[config.mk]
export PLATFORM = sky130hd
export DESIGN_NAME = ram_fifo_ctrl
export DESIGN_NICKNAME = d
export VERILOG_FILES = /design/src/rtl/ram_fifo_ctrl.sv
export SDC_FILE = /design/constraint.sdc
export NUM_CORES = 1
export LEC_CHECK = 0
export CORE_ASPECT_RATIO = 1.1
export CORE_MARGIN = 8
export CORE_UTILIZATION = 49
export CTS_BUF_LIST = sky130_fd_sc_hd__clkbuf_16
export DETAILED_ROUTE_END_ITERATION = 10
export PLACE_DENSITY_LB_ADDON = 0.2
export SYNTH_ARGS = -nofsm -noshare
export SYNTH_HDL_FRONTEND = slang
export SYNTH_SLANG_ARGS = --single-unit
[constraint.sdc]
create_clock -name clock -period 2.8 [get_ports clock]
set_input_delay 0.28 -clock clock [delete_from_list [all_inputs] [get_ports clock]]
set_output_delay 0.28 -clock clock [all_outputs]
set_load 0.03 [all_outputs]
[src/rtl/ram_fifo_ctrl.sv]
// FIFO queue controller that stages an upstream stream through an external RAM,
// keeping at most one write and one read request outstanding at a time.
module ram_fifo_ctrl #(
    parameter int WIDTH = 8,
    parameter int DEPTH = 8,
    localparam int AW = $clog2(DEPTH)
) (
    input  logic             clock,
    input  logic             reset,
    input  logic             in_valid,
    output logic             in_ready,
    input  logic [WIDTH-1:0] in_data,
    output logic             out_valid,
    input  logic             out_ready,
    output logic [WIDTH-1:0] out_data,
    output logic             ram_write_vaild,
    input  logic             ram_write_ready,
    output logic [AW-1:0]    ram_write_address,
    output logic [WIDTH-1:0] ram_write_data,
    output logic             ram_read_vaild,
    input  logic             ram_read_ready,
    output logic [AW-1:0]    ram_read_address,
    input  logic [WIDTH-1:0] ram_read_data,
    output logic [AW:0]      count,
    output logic             full,
    output logic             empty
);

    typedef enum logic {W_IDLE, W_REQ} wr_state_e;
    typedef enum logic [1:0] {R_IDLE, R_REQ, R_HOLD} rd_state_e;

    wr_state_e        wr_state_q, wr_state_d;
    rd_state_e        rd_state_q, rd_state_d;
    logic [AW:0]      wr_ptr_q, wr_ptr_d;
    logic [AW:0]      rd_ptr_q, rd_ptr_d;
    logic [AW:0]      count_q, count_d;
    logic             full_q, full_d;
    logic             empty_q, empty_d;
    logic             wr_vaild_q, wr_vaild_d;
    logic [AW-1:0]    wr_addr_q, wr_addr_d;
    logic [WIDTH-1:0] wr_data_q, wr_data_d;
    logic             rd_vaild_q, rd_vaild_d;
    logic [AW-1:0]    rd_addr_q, rd_addr_d;
    logic             out_valid_q, out_valid_d;
    logic [WIDTH-1:0] out_data_q, out_data_d;
    logic             wr_commit;
    logic             rd_done;

    assign in_ready = (wr_state_q == W_IDLE) && !full_q;

    always_comb begin
        wr_state_d = wr_state_q;
        wr_ptr_d   = wr_ptr_q;
        wr_vaild_d = wr_vaild_q;
        wr_addr_d  = wr_addr_q;
        wr_data_d  = wr_data_q;
        wr_commit  = 1'b0;
        case (wr_state_q)
            W_IDLE: begin
                if (in_valid && in_ready) begin
                    wr_data_d  = in_data;
                    wr_addr_d  = wr_ptr_q[AW-1:0];
                    wr_vaild_d = 1'b1;
                    wr_state_d = W_REQ;
                end
            end
            W_REQ: begin
                if (ram_write_ready) begin
                    wr_commit  = 1'b1;
                    wr_ptr_d   = wr_ptr_q + (AW+1)'(1);
                    wr_vaild_d = 1'b0;
                    wr_state_d = W_IDLE;
                end
            end
            default: wr_state_d = W_IDLE;
        endcase
    end

    // The read side only ever fetches committed entries, so it cannot overtake a pending write.
    always_comb begin
        rd_state_d  = rd_state_q;
        rd_ptr_d    = rd_ptr_q;
        rd_vaild_d  = rd_vaild_q;
        rd_addr_d   = rd_addr_q;
        out_valid_d = out_valid_q;
        out_data_d  = out_data_q;
        rd_done     = 1'b0;
        case (rd_state_q)
            R_IDLE: begin
                if (count_q != '0) begin
                    rd_addr_d  = rd_ptr_q[AW-1:0];
                    rd_vaild_d = 1'b1;
                    rd_state_d = R_REQ;
                end
            end
            R_REQ: begin
                if (ram_read_ready) begin
                    out_data_d  = ram_read_data;
                    out_valid_d = 1'b1;
                    rd_vaild_d  = 1'b0;
                    rd_done     = 1'b1;
                    rd_ptr_d    = rd_ptr_q + (AW+1)'(1);
                    rd_state_d  = R_HOLD;
                end
            end
            R_HOLD: begin
                if (out_ready) begin
                    out_valid_d = 1'b0;
                    rd_state_d  = R_IDLE;
                end
            end
            default: rd_state_d = R_IDLE;
        endcase
    end

    always_comb begin
        count_d = count_q;
        if (wr_commit && !rd_done) begin
            count_d = count_q + (AW+1)'(1);
        end else if (!wr_commit && rd_done) begin
            count_d = count_q - (AW+1)'(1);
        end
        full_d  = (count_d == (AW+1)'(DEPTH));
        empty_d = (count_d == '0);
    end

    always_ff @(posedge clock or negedge reset) begin
        if (!reset) begin
            wr_state_q  <= W_IDLE;
            rd_state_q  <= R_IDLE;
            wr_ptr_q    <= '0;
            rd_ptr_q    <= '0;
            count_q     <= '0;
            full_q      <= 1'b0;
            empty_q     <= 1'b1;
            wr_vaild_q  <= 1'b0;
            wr_addr_q   <= '0;
            wr_data_q   <= '0;
            rd_vaild_q  <= 1'b0;
            rd_addr_q   <= '0;
            out_valid_q <= 1'b0;
            out_data_q  <= '0;
        end else begin
            wr_state_q  <= wr_state_d;
            rd_state_q  <= rd_state_d;
            wr_ptr_q    <= wr_ptr_d;
            rd_ptr_q    <= rd_ptr_d;
            count_q     <= count_d;
            full_q      <= full_d;
            empty_q     <= empty_d;
            wr_vaild_q  <= wr_vaild_d;
            wr_addr_q   <= wr_addr_d;
            wr_data_q   <= wr_data_d;
            rd_vaild_q  <= rd_vaild_d;
            rd_addr_q   <= rd_addr_d;
            out_valid_q <= out_valid_d;
            out_data_q  <= out_data_d;
        end
    end

    assign ram_write_vaild   = wr_vaild_q;
    assign ram_write_address = wr_addr_q;
    assign ram_write_data    = wr_data_q;
    assign ram_read_vaild    = rd_vaild_q;
    assign ram_read_address  = rd_addr_q;
    assign out_valid         = out_valid_q;
    assign out_data          = out_data_q;
    assign count             = count_q;
    assign full              = full_q;
    assign empty             = empty_q;

endmodule

# [Yosys cells after proc, flatten, opt, wreduce, memory -nomap -nowiden]
# Index checks and enable logic that the tools add are counted.
[classes] n_addsub=4 eq_ne=8 mux=22 n_bitwise=1 reduce_logical=20
[op_table] cell="$add 4x1->4 const B" n=3
[op_table] cell="$mux 1" n=12
[op_table] cell="$reduce_and 2->1" n=5
[op_table] cell="$reduce_and 3->1" n=3
[op_table] cell="$mux 4" n=2
[op_table] cell="$ne 2x2->1 const B" n=4
[op_table] cell="$pmux 1 s2" n=4
[op_table] cell="$mux 2" n=3
[op_table] cell="$pmux 2 s3" n=1
[op_table] cell="$eq 4x4->1 const B" n=1
[op_table] cell="$logic_and 1x1->1" n=4
[op_table] cell="$logic_not 4->1" n=1
[op_table] cell="$reduce_bool 2->1" n=2
[op_table] cell="$reduce_bool 4->1" n=1
[op_table] cell="$sub 4x1->4 const B" n=1
[op_table] cell="$logic_not 1->1" n=3
[op_table] cell="$eq 2x1->1 const B" n=1
[op_table] cell="$eq 2x2->1 const B" n=1
[op_table] cell="$logic_not 2->1" n=1
[op_table] cell="$ne 2x1->1 const B" n=1
[op_table] cell="$not 1->1" n=1
[totals] reg_bits=42 inputBits=22 output_inout_bits=32 wordCells=69

# [Longest topological paths before layout]
# Gate-level depths: netlist (run 1).
[depth] word_depth=7 depth_mapped=6 depth_no_buf=6

# [Worst setup path before layout (run 1)]
# No wires, ideal clock.
[synth_path] path_type="reg2reg" start="reg full_q, in the netlist full" end="reg wr_data_q[1], in the netlist ram_write_data[1]" setup_ns=0.125 t_arrival_ns=1.810 t_required_ns=2.675 setup_slack_ns=0.865 stages_incl_launch_ff=5 n_path_buf=1 path_cell_list="dfrtp_1 > nor2_1 > and2_0 > buf_2 > mux2_2"
[synth_between] elab_chain_len=4
[synth_rtl] element="from (decl)" line_no="37" source="logic full_q, full_d;"
[synth_rtl] element="from (signal assigned)" line_no="149" source="full_q <= full_d;"
[synth_rtl] element="$logic_not 1->1" line_no="49" source="assign in_ready = (wr_state_q == W_IDLE) && !full_q;"
[synth_rtl] element="$logic_and 1x1->1" line_no="49"
[synth_rtl] element="net in_ready" line_no="11" source="output logic in_ready,"
[synth_rtl] element="$logic_and 1x1->1" line_no="60" source="if (in_valid && in_ready) begin"
[synth_rtl] element="$reduce_and 2->1 (no source line)"
[synth_rtl] element="to (signal assigned)" line_no="153" source="wr_data_q <= wr_data_d;"
[synth_rtl] element="to (decl)" line_no="41" source="logic [WIDTH-1:0] wr_data_q, wr_data_d;"
# The timed path passes the listed nets, and every way through them passes these cells.
# A chain may end at the register's enable or synchronous reset.

# [Worst setup path after layout (run 1)]
[layout_path] start="in ram_read_ready" end="reg empty_q, in the netlist empty"
[layout_between] elab_chain_len=6
[layout_rtl] element="from (decl)" line_no="21" source="input logic ram_read_ready,"
[layout_rtl] element="$mux 1 *" line_no="97" source="if (ram_read_ready) begin"
[layout_rtl] element="$mux 1 *" line_no="88" source="case (rd_state_q)"
[layout_rtl] element="$logic_and 1x1->1 / $logic_not 1->1 (equally long branches)" line_no="120, 118"
[layout_rtl] element="$mux 4 / $logic_and 1x1->1 (equally long branches)" line_no="120, 118"
[layout_rtl] element="$mux 4 *" line_no="118" source="if (wr_commit && !rd_done) begin"
[layout_rtl] element="$logic_not 4->1 *" line_no="124" source="empty_d = (count_d == '0);"
[layout_rtl] element="net empty_d" line_no="38" source="logic empty_q, empty_d;"
[layout_rtl] element="to (signal assigned)" line_no="150" source="empty_q <= empty_d;"
[layout_rtl] element="to (decl)" line_no="38"
# The timed path passes the listed nets; every way through them passes the cells marked *.

==> results.yml, run 1 <==
run_status:
  status: "complete, no violations"
clock_network:
  postCtsSetupBuffers: 0
  numCtsBuffers: 5
  numClockSinks: 40
  cts-root-buf: "clkbuf_16"
  hold_buffers: 0
  cts_buffer_depth: 2
  htreeDepth: 2
  clk_pin_slew_ps: 60
  cts_tree: "built"
  clk_latency_ps: 280
  cts_resized: 0
sta:
  rsz0062_at_grt: "no"
  fin_crit_sh_pct: 71.3
  hold_viol: 0
  setup_viol: 0
  min_period_ps: 2000
  max_freq_mhz: 501
  slew_viol_final: 0
  skew_ps: 3.51
  relSlewSlack_pct: 43.0
  worst_slack_ps: 805
  fin_setup_tns_ps: 0
  worstMarginPinSlew_ps: 855
critical_path:
  cp_cell_sequence: "clkdlybuf4s50_1 > and3b_1 > nor3_2 > or3_1 > a211oi_1"
  end_kind: "flip-flop"
  path_class: "in2reg"
  crit_path_top_delay_cell: "and3b_1"
  slowest_delay_ps: 600
  critPathLaunchType: "primary input"
  cp.buffers_inverters: 1
  path_depth: 5
  crit_fanout: 16
  r2r_slack_ps: 840
  r2r_start: "rd_state_q[1]$_DFFE_PN0P_"
  critPathArrivalTime_ps: 2180
  worst_r2r_endpoint: "empty$_DFF_PN1_"
  critical_path_required_ps: 2980
  crit_family: "simple AND/OR/NAND/NOR gates"
  reg2regPathDepth: 4
grt:
  grt_pass1_wl_microns: 6560
  grt_antenna_before_repair: 0
  grt_use_total_pct: 14.7
  overflow: 0
  grt_pass1_vias: 1407
  grt_max_degree: 41
hold_path:
  hp-class: "in2async"
synthesis:
  ys_ff_latch: 40
  ys_async_sr_fraction_pct: 100
  seq_area_frac_synth_pct: 59.6
  synth-edff-count: 0
  synth_area_sq_mm: 0.00168
  synth_cell_types: 32
  synthTopCellsByArea: "dfrtp_1 58%, mux2_2 9.4%, nand2_1 9.2%, xnor2_1 3.6%, ha_1 3.0%"
  syn_inst: 149
  netlist_top_cells_count: "41 x nand2_1, 39 x dfrtp_1, 14 x mux2_2"
  yosysWarnings: 0
  synth_top_area_cell: "dfrtp_1"
  synth_top_area_share_pct: 58.0
  syn_area_per_cell_sq_um: 11.3
  ys.flop_type: "dfrtp_1"
  syn_nets: 175
  synth.most_common_cell: "nand2_1"
final_layout:
  drive_above_1_share_pct: 12.2
  syn_to_final_growth_pct: 42.3
  antennaDiodeCount: 0
  nets: 230
route:
  wl_microns: 3740
  post_drt_wl_per_cell_microns: 15.5
  post-route-drc-count: 0
  via_per_inst: 5.19
  vias: 1251
  drtIter0Drc: 51
  dr.pass1.iters: 4
  postRouteAntennaNets: 0
place:
  post-place-ws_ps: 518
  gp_congestion: 0.765
  io_buffers: 53
  hpwl_microns: 2700
die:
  start_util_pct: 50.9
  ios: 54
  die-area_sq_mm: 0.00556
  core_sq_mm: 0.00330
  chipWidth_microns: 71.9
  rows: 22
  die_y_microns: 77.4
flow_run:
  maxCapViolCount: 0
power_and_ir_drop:
  power.leakage_nw: 1.07
  power_mw: 3.35
  peakVddDrop_mv: 0.826
  p_per_area_mw_per_mm2: 1400
-- power breakdown --
part           total [mW]  switching [mW]  internal (mW)  leakage (nW)
logic                1.63           0.900          0.727         0.516
clock network       0.640           0.221          0.418        0.0798
registers            1.08           0.213          0.870         0.476
-- placed cells by master (no fill, tap or decap), drive strengths merged, types with 2 or more instances in the layout --
cell type       n
dfrtp          39
clkbuf          5
xnor2           7
clkdlybuf4s50  52
ha              4
a21o            2
o21ai           3
and2            3
a21oi           3
nor3            2
nand2          41
mux2           14
inv             4
nor2            7
-- per-layer routing --
metal  wire length, microns  track usage, %  vias to the layer above  share of wire [%]
met5                      0               0                        -                  0
met4                    126            8.59                        0                3.4
met3                    300            5.91                       11                8.0
met2                   1820            25.2                       46                 49
met1                   1500            14.6                      593                 40
li1                       -               -                      601                  -
-- cells by family (layout without fill, tap and decap cells) --
| group | count (synthesis) | in the layout | share of synthesized area, % |
|---|---|---|---|
| multiplexers | 15 | 15 | 9.97 |
| AND/OR/NAND/NOR | 60 | 60 | 15.8 |
| flip-flops | 40 | 40 | 59.6 |
| AO/OA/AOI/OAI | 14 | 14 | 5.43 |
| XOR/XNOR | 7 | 7 | 3.65 |
| buffers and inverters | 9 | 65 | 2.53 |
| adder cells (fa/ha/maj) | 4 | 4 | 2.98 |
-- through the flow --
step / hold WS [ps] / cells / cell area (sq um) / utilization, %
after floorplan: -15.6 / 149 / 1680 / -
after CTS: 145 / 241 / 2390 / 72.4
after global placement: 428 / 233 / 2220 / 67.3
final: 107 / 241 / 2390 / 72.4
after detailed placement: 445 / 233 / 2220 / 67.3
after global routing: 190 / 241 / 2390 / 72.4
-- sequential cells by signal, summed over array words and instances, names as in the netlist, 2 cells and up --
name	flops
out_data	8
count	4
rd_ptr_q	3
ram_write_address	3
ram_write_data	8
wr_ptr_q	3
rd_state_q	2
ram_read_address	3
-- worst max path at each step --
stage / slack [ps] / from / to
2_1_floorplan: 870 / full$_DFF_PN0_ / ram_write_data[1]$_DFFE_PN0P_
3_3_place_gp: 670 / ram_read_ready / full$_DFF_PN0_
3_5_place_dp: 520 / ram_read_ready / empty$_DFF_PN1_
4_1_cts: 810 / ram_read_ready / empty$_DFF_PN1_
5_1_grt: 680 / ram_read_ready / empty$_DFF_PN1_
6_report: 800 / ram_read_ready / empty$_DFF_PN1_
-- area by class of cell --
type | instances | area (sq um)
repair buffers | 53 | 526
inverters | 4 | 15.0
clock inverters | 3 | 42.5
clock buffers | 5 | 125
flip-flops and latches | 40 | 1000
multi-input cells | 100 | 637
well taps | 36 | 45.0
fillers | 246 | 911
No activity file was read; power rests on OpenSTA's default activity.
==> run 2: changes to the inputs <==
--- a/config.mk
+++ b/config.mk
@@ -7,7 +7,7 @@
 export LEC_CHECK = 0
 export CORE_ASPECT_RATIO = 1.1
 export CORE_MARGIN = 8
-export CORE_UTILIZATION = 49
+export CORE_UTILIZATION = 45
 export CTS_BUF_LIST = sky130_fd_sc_hd__clkbuf_16
 export DETAILED_ROUTE_END_ITERATION = 10
 export PLACE_DENSITY_LB_ADDON = 0.2
==> constraint.sdc (replaced) <==
create_clock -name clock -period 1.9 [get_ports clock]
set_input_delay 0.19 -clock clock [delete_from_list [all_inputs] [get_ports clock]]
set_output_delay 0.19 -clock clock [all_outputs]
set_load 0.03 [all_outputs]
==> run 2 against run 1 <==
Effect of this change: critical path depth shrank 3; largest cell class unchanged; die area grew 7.0%; highest routed layer unchanged; non-clock buffer count is 4 higher; register-to-register slack worse by 610 ps; via count is 4.0% higher; critical endpoint is now in_ready; routed wire length rose by 5.9%; clock-buffer cell count did not move; clock power rose by 43%; worst hold slack worse by 80 ps; critical path type is now reg2out; first-iteration DRC count down 16%.
==> results.yml, run 2 (same netlist as run 1, synthesis figures left out) <==
clock_network:
  numCtsBuffers: 5
  numClockSinks: 40
  cts_resized: 0
  clk_pin_slew_ps: 50
  clk_latency_ps: 280
  postCtsSetupBuffers: 0
  htreeDepth: 2
  cts_buffer_depth: 2
  cts_tree: "built"
  cts-root-buf: "clkbuf_16"
  hold_buffers: 0
grt:
  grt_pass1_vias: 1463
  grt_antenna_before_repair: 0
  overflow: 0
  grt_use_total_pct: 14.6
  grt_max_degree: 41
  grt_pass1_wl_microns: 6660
die:
  die-area_sq_mm: 0.00595
  die_y_microns: 80.1
  ios: 54
  core_sq_mm: 0.00363
  rows: 23
  chipWidth_microns: 74.3
  start_util_pct: 46.4
sta:
  rsz0062_at_grt: "no"
  fin_setup_tns_ps: 0
  max_freq_mhz: 591
  hold_viol: 0
  relSlewSlack_pct: 43.0
  min_period_ps: 1690
  slew_viol_final: 0
  skew_ps: 4.11
  setup_viol: 0
  worstMarginPinSlew_ps: 855
  fin_crit_sh_pct: 89.1
  worst_slack_ps: 208
route:
  postRouteAntennaNets: 0
  via_per_inst: 5.02
  post-route-drc-count: 0
  dr.pass1.iters: 4
  drtIter0Drc: 43
  post_drt_wl_per_cell_microns: 15.3
  wl_microns: 3960
  vias: 1301
critical_path:
  critPathLaunchType: "flip-flop"
  r2r_start: "count[0]$_DFF_PN0_"
  path_class: "reg2out"
  critical_path_required_ps: 1710
  reg2regPathDepth: 6
  worst_r2r_endpoint: "full$_DFF_PN0_"
  r2r_slack_ps: 230
  end_kind: "output port"
  crit_fanout: 6
  critPathArrivalTime_ps: 1500
final_layout:
  drive_above_1_share_pct: 13.9
  antennaDiodeCount: 0
  final_common_cell: "clkdlybuf4s50_1"
  fin_util_pct: 67.3
  syn_to_final_growth_pct: 45.0
  nets: 234
  fillCellCount: 303
  final_area_sq_mm: 0.00244
  mostFrequentLayoutCells: "52 x clkdlybuf4s50_1, 41 x nand2_1, 39 x dfrtp_1, 14 x mux2_2, 7 x xnor2_1"
power_and_ir_drop:
  power.leakage_nw: 1.10
  swShare_pct: 39.7
  power.switching_mw: 1.97
  p_per_area_mw_per_mm2: 2040
  pwr-share-clk_pct: 18.5
  seqPwrFrac_pct: 32.3
  combPwrFrac_pct: 49.3
  p_int_mw: 3.00
  peakVddDrop_mv: 0.964
place:
  io_buffers: 53
  hpwl_microns: 3020
  post-place-ws_ps: 4.93
  gp_congestion: 0.728
  placed_area_sq_mm: 0.00227
flow_run:
  maxCapViolCount: 0
run_status:
  status: "complete, no violations"
hold_path:
  hp-class: "in2async"
run 2: routing by layer:
| metal | GRT usage [%] | share of wire, % | wire [microns] |
|---|---|---|---|
| met1 | 15.2 | 37 | 1470 |
| met5 | 0 | 0 | 0 |
| met4 | 6.47 | 1.8 | 70 |
| met3 | 4.11 | 7.1 | 280 |
| met2 | 26.4 | 54 | 2140 |
run 2: layout make-up:
class                      instances  area [sq um]  share of cell area, %
tap                               50          62.6                   2.57
timing repair buffer              57           556                   22.8
sequential                        40          1000                   41.1
clock buffer                       5           125                   5.13
clock inverter                     3          38.8                   1.59
inverter                           4          15.0                  0.616
multi-input combinational        100           639                   26.2
run 2: worst max path at each step:
stage / start / to / depth (start not counted)
6_report: wr_state_q$_DFF_PN0_ / in_ready / 2
5_1_grt: count[0]$_DFF_PN0_ / full$_DFF_PN0_ / 6
4_1_cts: wr_state_q$_DFF_PN0_ / in_ready / 2
3_5_place_dp: ram_read_ready / full$_DFF_PN0_ / 5
3_3_place_gp: ram_read_ready / empty$_DFF_PN1_ / 5
2_1_floorplan: full$_DFF_PN0_ / ram_write_data[1]$_DFFE_PN0P_ / 4
run 2: through the flow:
step | hold slack (ps) | power, mW | cells
after detailed placement | 362 | 4.10 | 251
final | 26.5 | 4.97 | 259
after CTS | 60.6 | 5.04 | 259
after global routing | 109 | 5.27 | 259
after global placement | 339 | 3.98 | 251
after floorplan | -106 | 3.08 | 149
run 2: power groups by stage:
stage | Clock (mW) | Combinational [mW] | Sequential, mW
detailed placement | 0 | 2.48 | 1.62
finish | 0.917 | 2.45 | 1.60
global placement | 0 | 2.40 | 1.58
global route | 0.975 | 2.62 | 1.67
floorplan | 0 | 0.878 | 2.20
CTS | 0.940 | 2.49 | 1.60
run 2: critical path, cell delays in order, from the launching register on:
cell,delay [ps]
dfrtp_1,420
nor2_2,130
clkdlybuf4s50_1,680
